<file path="src/rtl/core_pkg.sv">
// Shared widths, types and field offsets for the complex-unit reservation station.
package core_pkg;
    localparam int ENTRY_W = 114;
    localparam int ROB_W   = 4;
    localparam int DATA_W  = 32;

    localparam int MEMDATA_MSB  = 113;
    localparam int MEMDATA_LSB  = 82;
    localparam int ALUOP_MSB    = 81;
    localparam int ALUOP_LSB    = 76;
    localparam int MEMWRITE_BIT = 75;
    localparam int MEMREAD_BIT  = 74;
    localparam int MEMTOREG_BIT = 73;
    localparam int BRANCH_BIT   = 72;
    localparam int REGWRITE_BIT = 71;
    localparam int OP2_MSB      = 70;
    localparam int OP2_LSB      = 39;
    localparam int RDY2_BIT     = 38;
    localparam int OP1_MSB      = 37;
    localparam int OP1_LSB      = 6;
    localparam int RDY1_BIT     = 5;
    localparam int WRADDR_MSB   = 4;
    localparam int WRADDR_LSB   = 0;

    typedef logic [ENTRY_W-1:0] entry_t;
    typedef logic [ROB_W-1:0]   rob_t;
    typedef logic [DATA_W-1:0]  data_t;

    // An empty slot must never look ready to the issue logic.
    function automatic entry_t mask_empty(input entry_t e, input logic busy);
        entry_t r;
        r = e;
        if (!busy) begin
            r[RDY1_BIT] = 1'b0;
            r[RDY2_BIT] = 1'b0;
        end
        return r;
    endfunction
endpackage

</file>
<file path="src/rtl/rs_complex_if.sv">
// Dispatch, writeback-broadcast and issue signals between the pipeline and the station.
interface rs_complex_if;
    import core_pkg::*;

    // Handshake: a dispatch is accepted on a clk edge where dispatch_valid=1 and
    // rs_full=0; rs_full acts as the inverted ready and comes from registered state.
    logic   dispatch_valid;
    entry_t dispatch_inst;
    rob_t   dispatch_rob_num;
    logic   rs_full;
    logic   flush;

    logic   cdb0_valid;
    rob_t   cdb0_rob_num;
    data_t  cdb0_data;
    logic   cdb1_valid;
    rob_t   cdb1_rob_num;
    data_t  cdb1_data;

    entry_t rs_complex_0;
    entry_t rs_complex_1;
    rob_t   rs_complex_0_entry_num;
    rob_t   rs_complex_1_entry_num;
    logic   selector;
    logic   complex_0_issue;
    logic   complex_1_issue;

    modport master (
        output dispatch_valid, dispatch_inst, dispatch_rob_num, flush,
        output cdb0_valid, cdb0_rob_num, cdb0_data,
        output cdb1_valid, cdb1_rob_num, cdb1_data,
        output complex_0_issue, complex_1_issue,
        input  rs_full, rs_complex_0, rs_complex_1,
        input  rs_complex_0_entry_num, rs_complex_1_entry_num, selector
    );

    modport slave (
        input  dispatch_valid, dispatch_inst, dispatch_rob_num, flush,
        input  cdb0_valid, cdb0_rob_num, cdb0_data,
        input  cdb1_valid, cdb1_rob_num, cdb1_data,
        input  complex_0_issue, complex_1_issue,
        output rs_full, rs_complex_0, rs_complex_1,
        output rs_complex_0_entry_num, rs_complex_1_entry_num, selector
    );
endinterface

</file>
<file path="src/rtl/rs_operand_capture.sv">
// Resolves one source operand against both writeback buses; cdb0 wins a double match.
module rs_operand_capture
    import core_pkg::*;
(
    input  data_t op,
    input  logic  rdy,
    input  logic  cdb0_valid,
    input  rob_t  cdb0_rob_num,
    input  data_t cdb0_data,
    input  logic  cdb1_valid,
    input  rob_t  cdb1_rob_num,
    input  data_t cdb1_data,
    output data_t op_next,
    output logic  rdy_next
);
    always_comb begin
        op_next  = op;
        rdy_next = rdy;
        if (!rdy) begin
            if (cdb0_valid && (cdb0_rob_num == op[ROB_W-1:0])) begin
                op_next  = cdb0_data;
                rdy_next = 1'b1;
            end else if (cdb1_valid && (cdb1_rob_num == op[ROB_W-1:0])) begin
                op_next  = cdb1_data;
                rdy_next = 1'b1;
            end
        end
    end
endmodule

</file>
<file path="src/rtl/rs_complex.sv">
// Two-entry reservation station for the complex execution unit.
module rs_complex
    import core_pkg::*;
(
    input logic         clk,
    input logic         rst,
    rs_complex_if.slave bus
);
    logic [1:0] busy;
    entry_t     entry_q [2];
    rob_t       tag_q   [2];
    logic       sel_q;

    data_t  disp_op1, disp_op2;
    logic   disp_rdy1, disp_rdy2;
    entry_t disp_entry;

    data_t  wake_op1  [2];
    data_t  wake_op2  [2];
    logic   wake_rdy1 [2];
    logic   wake_rdy2 [2];
    entry_t wake_entry [2];

    logic       full;
    logic       alloc_en;
    logic       alloc_idx;
    logic [1:0] issue;

    rs_operand_capture cap_disp1 (
        .op(bus.dispatch_inst[OP1_MSB:OP1_LSB]), .rdy(bus.dispatch_inst[RDY1_BIT]),
        .cdb0_valid(bus.cdb0_valid), .cdb0_rob_num(bus.cdb0_rob_num), .cdb0_data(bus.cdb0_data),
        .cdb1_valid(bus.cdb1_valid), .cdb1_rob_num(bus.cdb1_rob_num), .cdb1_data(bus.cdb1_data),
        .op_next(disp_op1), .rdy_next(disp_rdy1)
    );

    rs_operand_capture cap_disp2 (
        .op(bus.dispatch_inst[OP2_MSB:OP2_LSB]), .rdy(bus.dispatch_inst[RDY2_BIT]),
        .cdb0_valid(bus.cdb0_valid), .cdb0_rob_num(bus.cdb0_rob_num), .cdb0_data(bus.cdb0_data),
        .cdb1_valid(bus.cdb1_valid), .cdb1_rob_num(bus.cdb1_rob_num), .cdb1_data(bus.cdb1_data),
        .op_next(disp_op2), .rdy_next(disp_rdy2)
    );

    for (genvar g = 0; g < 2; g++) begin : g_wake
        rs_operand_capture cap_op1 (
            .op(entry_q[g][OP1_MSB:OP1_LSB]), .rdy(entry_q[g][RDY1_BIT]),
            .cdb0_valid(bus.cdb0_valid), .cdb0_rob_num(bus.cdb0_rob_num), .cdb0_data(bus.cdb0_data),
            .cdb1_valid(bus.cdb1_valid), .cdb1_rob_num(bus.cdb1_rob_num), .cdb1_data(bus.cdb1_data),
            .op_next(wake_op1[g]), .rdy_next(wake_rdy1[g])
        );

        rs_operand_capture cap_op2 (
            .op(entry_q[g][OP2_MSB:OP2_LSB]), .rdy(entry_q[g][RDY2_BIT]),
            .cdb0_valid(bus.cdb0_valid), .cdb0_rob_num(bus.cdb0_rob_num), .cdb0_data(bus.cdb0_data),
            .cdb1_valid(bus.cdb1_valid), .cdb1_rob_num(bus.cdb1_rob_num), .cdb1_data(bus.cdb1_data),
            .op_next(wake_op2[g]), .rdy_next(wake_rdy2[g])
        );

        always_comb begin
            wake_entry[g]                  = entry_q[g];
            wake_entry[g][OP1_MSB:OP1_LSB] = wake_op1[g];
            wake_entry[g][RDY1_BIT]        = wake_rdy1[g];
            wake_entry[g][OP2_MSB:OP2_LSB] = wake_op2[g];
            wake_entry[g][RDY2_BIT]        = wake_rdy2[g];
        end
    end

    always_comb begin
        disp_entry                  = bus.dispatch_inst;
        disp_entry[OP1_MSB:OP1_LSB] = disp_op1;
        disp_entry[RDY1_BIT]        = disp_rdy1;
        disp_entry[OP2_MSB:OP2_LSB] = disp_op2;
        disp_entry[RDY2_BIT]        = disp_rdy2;
    end

    // Allocation looks only at registered busy, so a slot freed this cycle refills next cycle.
    always_comb begin
        full      = busy[0] & busy[1];
        alloc_en  = bus.dispatch_valid & ~full;
        alloc_idx = busy[0];
        issue     = {bus.complex_1_issue, bus.complex_0_issue};
    end

    always_ff @(posedge clk) begin
        if (rst) begin
            busy  <= '0;
            sel_q <= 1'b0;
            for (int k = 0; k < 2; k++) begin
                entry_q[k] <= '0;
                tag_q[k]   <= '0;
            end
        end else if (bus.flush) begin
            busy <= '0;
        end else begin
            for (int k = 0; k < 2; k++) begin
                if (busy[k]) entry_q[k] <= wake_entry[k];
                if (issue[k]) busy[k] <= 1'b0;
            end
            // Allocation targets a slot that was free, so it never collides with issue or wakeup.
            if (alloc_en) begin
                busy[alloc_idx]    <= 1'b1;
                entry_q[alloc_idx] <= disp_entry;
                tag_q[alloc_idx]   <= bus.dispatch_rob_num;
                sel_q              <= alloc_idx;
            end
        end
    end

    assign bus.rs_full                = full;
    assign bus.rs_complex_0           = mask_empty(entry_q[0], busy[0]);
    assign bus.rs_complex_1           = mask_empty(entry_q[1], busy[1]);
    assign bus.rs_complex_0_entry_num = tag_q[0];
    assign bus.rs_complex_1_entry_num = tag_q[1];
    assign bus.selector               = sel_q;
endmodule

</file>
<file path="src/flat_wrapper.sv">
// flat-port wrapper written by rule: the top's interface ports become plain ports
module rs_complex_flat import core_pkg::*;
  (clk, rst, bus_dispatch_valid, bus_dispatch_inst, bus_dispatch_rob_num, bus_flush, bus_cdb0_valid, bus_cdb0_rob_num, bus_cdb0_data, bus_cdb1_valid, bus_cdb1_rob_num, bus_cdb1_data, bus_complex_0_issue, bus_complex_1_issue, bus_rs_full, bus_rs_complex_0, bus_rs_complex_1, bus_rs_complex_0_entry_num, bus_rs_complex_1_entry_num, bus_selector);
  rs_complex_if bus_i ();
  input logic clk;
  input logic rst;
  input wire logic [$bits(bus_i.dispatch_valid)-1:0] bus_dispatch_valid;
  input wire logic [$bits(bus_i.dispatch_inst)-1:0] bus_dispatch_inst;
  input wire logic [$bits(bus_i.dispatch_rob_num)-1:0] bus_dispatch_rob_num;
  input wire logic [$bits(bus_i.flush)-1:0] bus_flush;
  input wire logic [$bits(bus_i.cdb0_valid)-1:0] bus_cdb0_valid;
  input wire logic [$bits(bus_i.cdb0_rob_num)-1:0] bus_cdb0_rob_num;
  input wire logic [$bits(bus_i.cdb0_data)-1:0] bus_cdb0_data;
  input wire logic [$bits(bus_i.cdb1_valid)-1:0] bus_cdb1_valid;
  input wire logic [$bits(bus_i.cdb1_rob_num)-1:0] bus_cdb1_rob_num;
  input wire logic [$bits(bus_i.cdb1_data)-1:0] bus_cdb1_data;
  input wire logic [$bits(bus_i.complex_0_issue)-1:0] bus_complex_0_issue;
  input wire logic [$bits(bus_i.complex_1_issue)-1:0] bus_complex_1_issue;
  output wire logic [$bits(bus_i.rs_full)-1:0] bus_rs_full;
  output wire logic [$bits(bus_i.rs_complex_0)-1:0] bus_rs_complex_0;
  output wire logic [$bits(bus_i.rs_complex_1)-1:0] bus_rs_complex_1;
  output wire logic [$bits(bus_i.rs_complex_0_entry_num)-1:0] bus_rs_complex_0_entry_num;
  output wire logic [$bits(bus_i.rs_complex_1_entry_num)-1:0] bus_rs_complex_1_entry_num;
  output wire logic [$bits(bus_i.selector)-1:0] bus_selector;
  assign bus_i.dispatch_valid = bus_dispatch_valid;
  assign bus_i.dispatch_inst = bus_dispatch_inst;
  assign bus_i.dispatch_rob_num = bus_dispatch_rob_num;
  assign bus_i.flush = bus_flush;
  assign bus_i.cdb0_valid = bus_cdb0_valid;
  assign bus_i.cdb0_rob_num = bus_cdb0_rob_num;
  assign bus_i.cdb0_data = bus_cdb0_data;
  assign bus_i.cdb1_valid = bus_cdb1_valid;
  assign bus_i.cdb1_rob_num = bus_cdb1_rob_num;
  assign bus_i.cdb1_data = bus_cdb1_data;
  assign bus_i.complex_0_issue = bus_complex_0_issue;
  assign bus_i.complex_1_issue = bus_complex_1_issue;
  assign bus_rs_full = bus_i.rs_full;
  assign bus_rs_complex_0 = bus_i.rs_complex_0;
  assign bus_rs_complex_1 = bus_i.rs_complex_1;
  assign bus_rs_complex_0_entry_num = bus_i.rs_complex_0_entry_num;
  assign bus_rs_complex_1_entry_num = bus_i.rs_complex_1_entry_num;
  assign bus_selector = bus_i.selector;
  rs_complex u_core (.clk(clk), .rst(rst), .bus(bus_i));
endmodule
</file>
<file path="config.mk">
export PLATFORM = sky130hd
export DESIGN_NAME = rs_complex_flat
export DESIGN_NICKNAME = d
export VERILOG_FILES = /design/src/rtl/core_pkg.sv /design/src/rtl/rs_complex_if.sv /design/src/rtl/rs_operand_capture.sv /design/src/rtl/rs_complex.sv /design/src/flat_wrapper.sv
export SDC_FILE = /design/constraint.sdc
export NUM_CORES = 1
export LEC_CHECK = 0
export ABC_AREA = 0
export BUFFER_PORTS_ARGS = -buffer_cell sky130_fd_sc_hd__clkbuf_2
export CAP_MARGIN = 20
export CORE_UTILIZATION = 35
export DETAILED_ROUTE_END_ITERATION = 10
export MAX_ROUTING_LAYER = met4
export PLACE_DENSITY = 0.58
export SETUP_SLACK_MARGIN = 0.4
export SYNTH_ARGS = -nofsm -noshare
export SYNTH_HDL_FRONTEND = slang
export SYNTH_SLANG_ARGS = --single-unit
</file>
<file path="constraint.sdc">
create_clock -name clk -period 5.1 [get_ports clk]
set_input_delay 0.51 -clock clk [delete_from_list [all_inputs] [get_ports clk]]
set_output_delay 0.51 -clock clk [all_outputs]
set_load 0.01 [all_outputs]
</file>
==> flow_summary.ini <==
[routing]
via_count = 10189
wl_per_cell_um = 23.9
drtIter0Drc = 659
drt-total-wl_um = 43900
drtPass1Iterations = 5
drt-vias-per-instance = 5.56
drtAntennaViolNets = 0
drc_errors = 0

[synthesis]
synth_area_sq_um = 12100
synth_edf_count = 236
synth_commonest_cells = edfxtp_1 (236), and2_1 (112), o22ai_1 (70)
yosysWarnings = 0
synthCells = 962
synth_xor_area_share_pct = 2.83
ys.flop_type = edfxtp_1
synth_top_area_cell = edfxtp_1
yosysUniqueCellTypes = 52
syn_nets = 1160
synth_async_sr_flop_share_pct = 0
synth_seq_cells = 239
synth.top_cells.by_area = edfxtp_1 (59%), and2_1 (5.8%), mux2i_1 (5.6%)
synthAdderAreaFrac_pct = 0
synth_top_family_by_area = simple AND/OR/NAND/NOR gates
yosys.area_share.simple_pct = 14.3
synth_compound_area_share_pct = 14.3
ys_seq_area_share_pct = 59.2
synth.most_common_cell = edfxtp_1
synthMuxAreaShare_pct = 5.56
synth_top_area_share_pct = 58.7
syn_area_per_cell_sq_um = 12.5

[cts]
hold_buffers = 0
post_cts_buffers = 0
cts.sinks = 239
cts_root_buffer = clkbuf_16
cts-resized-gates = 0
cts_tree = done
cts_made_buffers = 26
cts.clk_slew.worst_paths_ps = 70
cts-htree-levels = 1
ctsLongestPathBuffers = 3
clk_latency_ps = 550

[timing]
worstMarginPinSlew_ps = 1020
setup_viol = 0
finalCriticalPeriod_ps = 3170
fin_skew_ps = 16.0
max_clock_freq_ghz = 0.316
slew_headroom_pct = 31.7
timing_hold_violations_final = 0
rsz0062_at_grt = no
finalSetupTns_ps = 0
fin_crit_sh_pct = 62.1
slew_viol_final = 0
holdWs_ps = 209

[worst_setup_path]
cp.arrival_ps = 3330
reg2regPathDepth = 6
worstPathRequired_ps = 5260
timing.rr.end = u_core.entry_q[0][54]
crit_type = register to register
crit_start = u_core.entry_q[0][39]
crit_path_end = u_core.entry_q[0][54]
rrSetupSlack_ps = 1930
worstSetupEndpointType = register
reg2reg_from = u_core.entry_q[0][39]
worstSetupStartpointType = register
cp_max_fo = 33

[final_layout]
drive_gt1_share_pct = 38.2
nets = 1556
syn_to_final_growth_pct = 29.3
fillers = 3207

[global_route]
use_met3_pct = 7.41
grt_max_degree = 65
grt_pass1_wl_um = 64300
global_route.usage.met2_pct = 40.5
grt_pass1_vias = 10017
use_met1_pct = 29.5
track_usage_pct = 24.9
overflow = 0
antenna_found_initial = 6
grt_most_used_layer = met2

[hold_path]
hp-class = primary input to register

[power]
peakVddDrop_mv = 0.251
p_leak_uw = 0.00654
powerDensity_nw_per_um2 = 317

[floorplanning]
core-area_sq_um = 33700
fp.dieW_um = 188
io-pin-count = 436
die_h_um = 188
fp.dieArea_sq_um = 35200
initial_core_util_pct = 35.8
rows = 67

[outcome]
status = completed

[place]
dp_hpwl_um = 30300
place_congestion = 0.891
portBuffers = 435

[run]
maxCapViolations = 0
-- routing by layer --
metal	wire [um]	share of wire, %	up-vias
met5	0	0	-
met4	1280	2.9	0
met3	4800	11	96
met2	21000	48	601
met1	16800	38	4928
li1	-	-	4564
-- worst max-delay path, cell delays in order, from the launching register on --
cell and delay, ps:
edfxtp_1 460, nand2b_1 150, o221ai_1 100, or4b_2 710, buf_4 340, o41ai_1 190, a21o_2 780
-- worst min-delay path by stage --
stage,startpoint,end,slack (ps),depth (start not counted)
6_report,bus_complex_1_issue,u_core.busy[1],210,2
5_1_grt,bus_complex_1_issue,u_core.busy[1],200,2
4_1_cts,bus_complex_1_issue,u_core.busy[1],180,2
3_5_place_dp,u_core.bus.selector,u_core.bus.selector,460,2
3_3_place_gp,u_core.bus.selector,u_core.bus.selector,450,2
2_1_floorplan,u_core.bus.selector,u_core.bus.selector,500,2
-- cell families after synthesis --
kind of cell / count (synthesis)
compound gates: 225
xor+xnor: 39
flops: 239
simple gates: 291
buf+inv: 101
mux: 67
-- power by group --
group	internal (uW)	switching (uW)	leakage (uW)
combinational	229	401	0.00363
sequential	2280	50.3	0.00247
clock	1170	817	0.000439
total	3670	1270	0.00654
-- placed cells by master, fill, tap and decap left out, types with 3 or more instances in the layout --
cell type / instances
nand2b_1: 5
buf_4: 17
nor3_1: 4
clkinv_2: 9
clkinv_1: 3
nor2_1: 43
nand3_1: 3
clkbuf_16: 27
dfxtp_1: 3
bufinv_16: 4
o22ai_1: 70
and2_1: 111
nor4_1: 32
clkbuf_2: 435
a221o_1: 62
edfxtp_1: 236
mux2i_1: 67
o21ai_1: 21
o21ai_0: 15
xor2_1: 27
or2_2: 3
inv_1: 12
nor2b_1: 65
nand2_1: 8
a41oi_1: 31
o21ai_4: 4
diode_2: 7
o41ai_1: 4
xnor2_1: 12
-- flip-flops by register name, summed over array words and instances, names as in the netlist --
register             flops
u_core.tag_q             8
u_core.entry_q         228
u_core.busy              2
u_core.bus.selector      1
-- per-stage QoR --
step	setup WS [ps]	utilization, %	total power [uW]	instances	cell area [sq um]
2_1_floorplan	741	-	2660	962	12100
3_3_place_gp	1760	43.5	2990	1776	14600
3_5_place_dp	1720	43.5	3000	1776	14600
4_1_cts	1890	46.1	4970	1824	15500
5_1_grt	1820	46.3	5100	1832	15600
6_report	1930	46.3	4940	1833	15600
-- layout make-up --
type / count / area (sq um) / area share [%]
sequential: 239 / 7150 / 45.8
inverter: 15 / 58.8 / 0.377
timing repair buffer: 454 / 2360 / 15.1
tap: 448 / 561 / 3.59
clock inverter: 20 / 209 / 1.34
antenna: 7 / 17.5 / 0.112
clock buffer: 28 / 679 / 4.35
multi-input combinational: 622 / 4580 / 29.3
No activity file was read; power rests on OpenSTA's default activity.
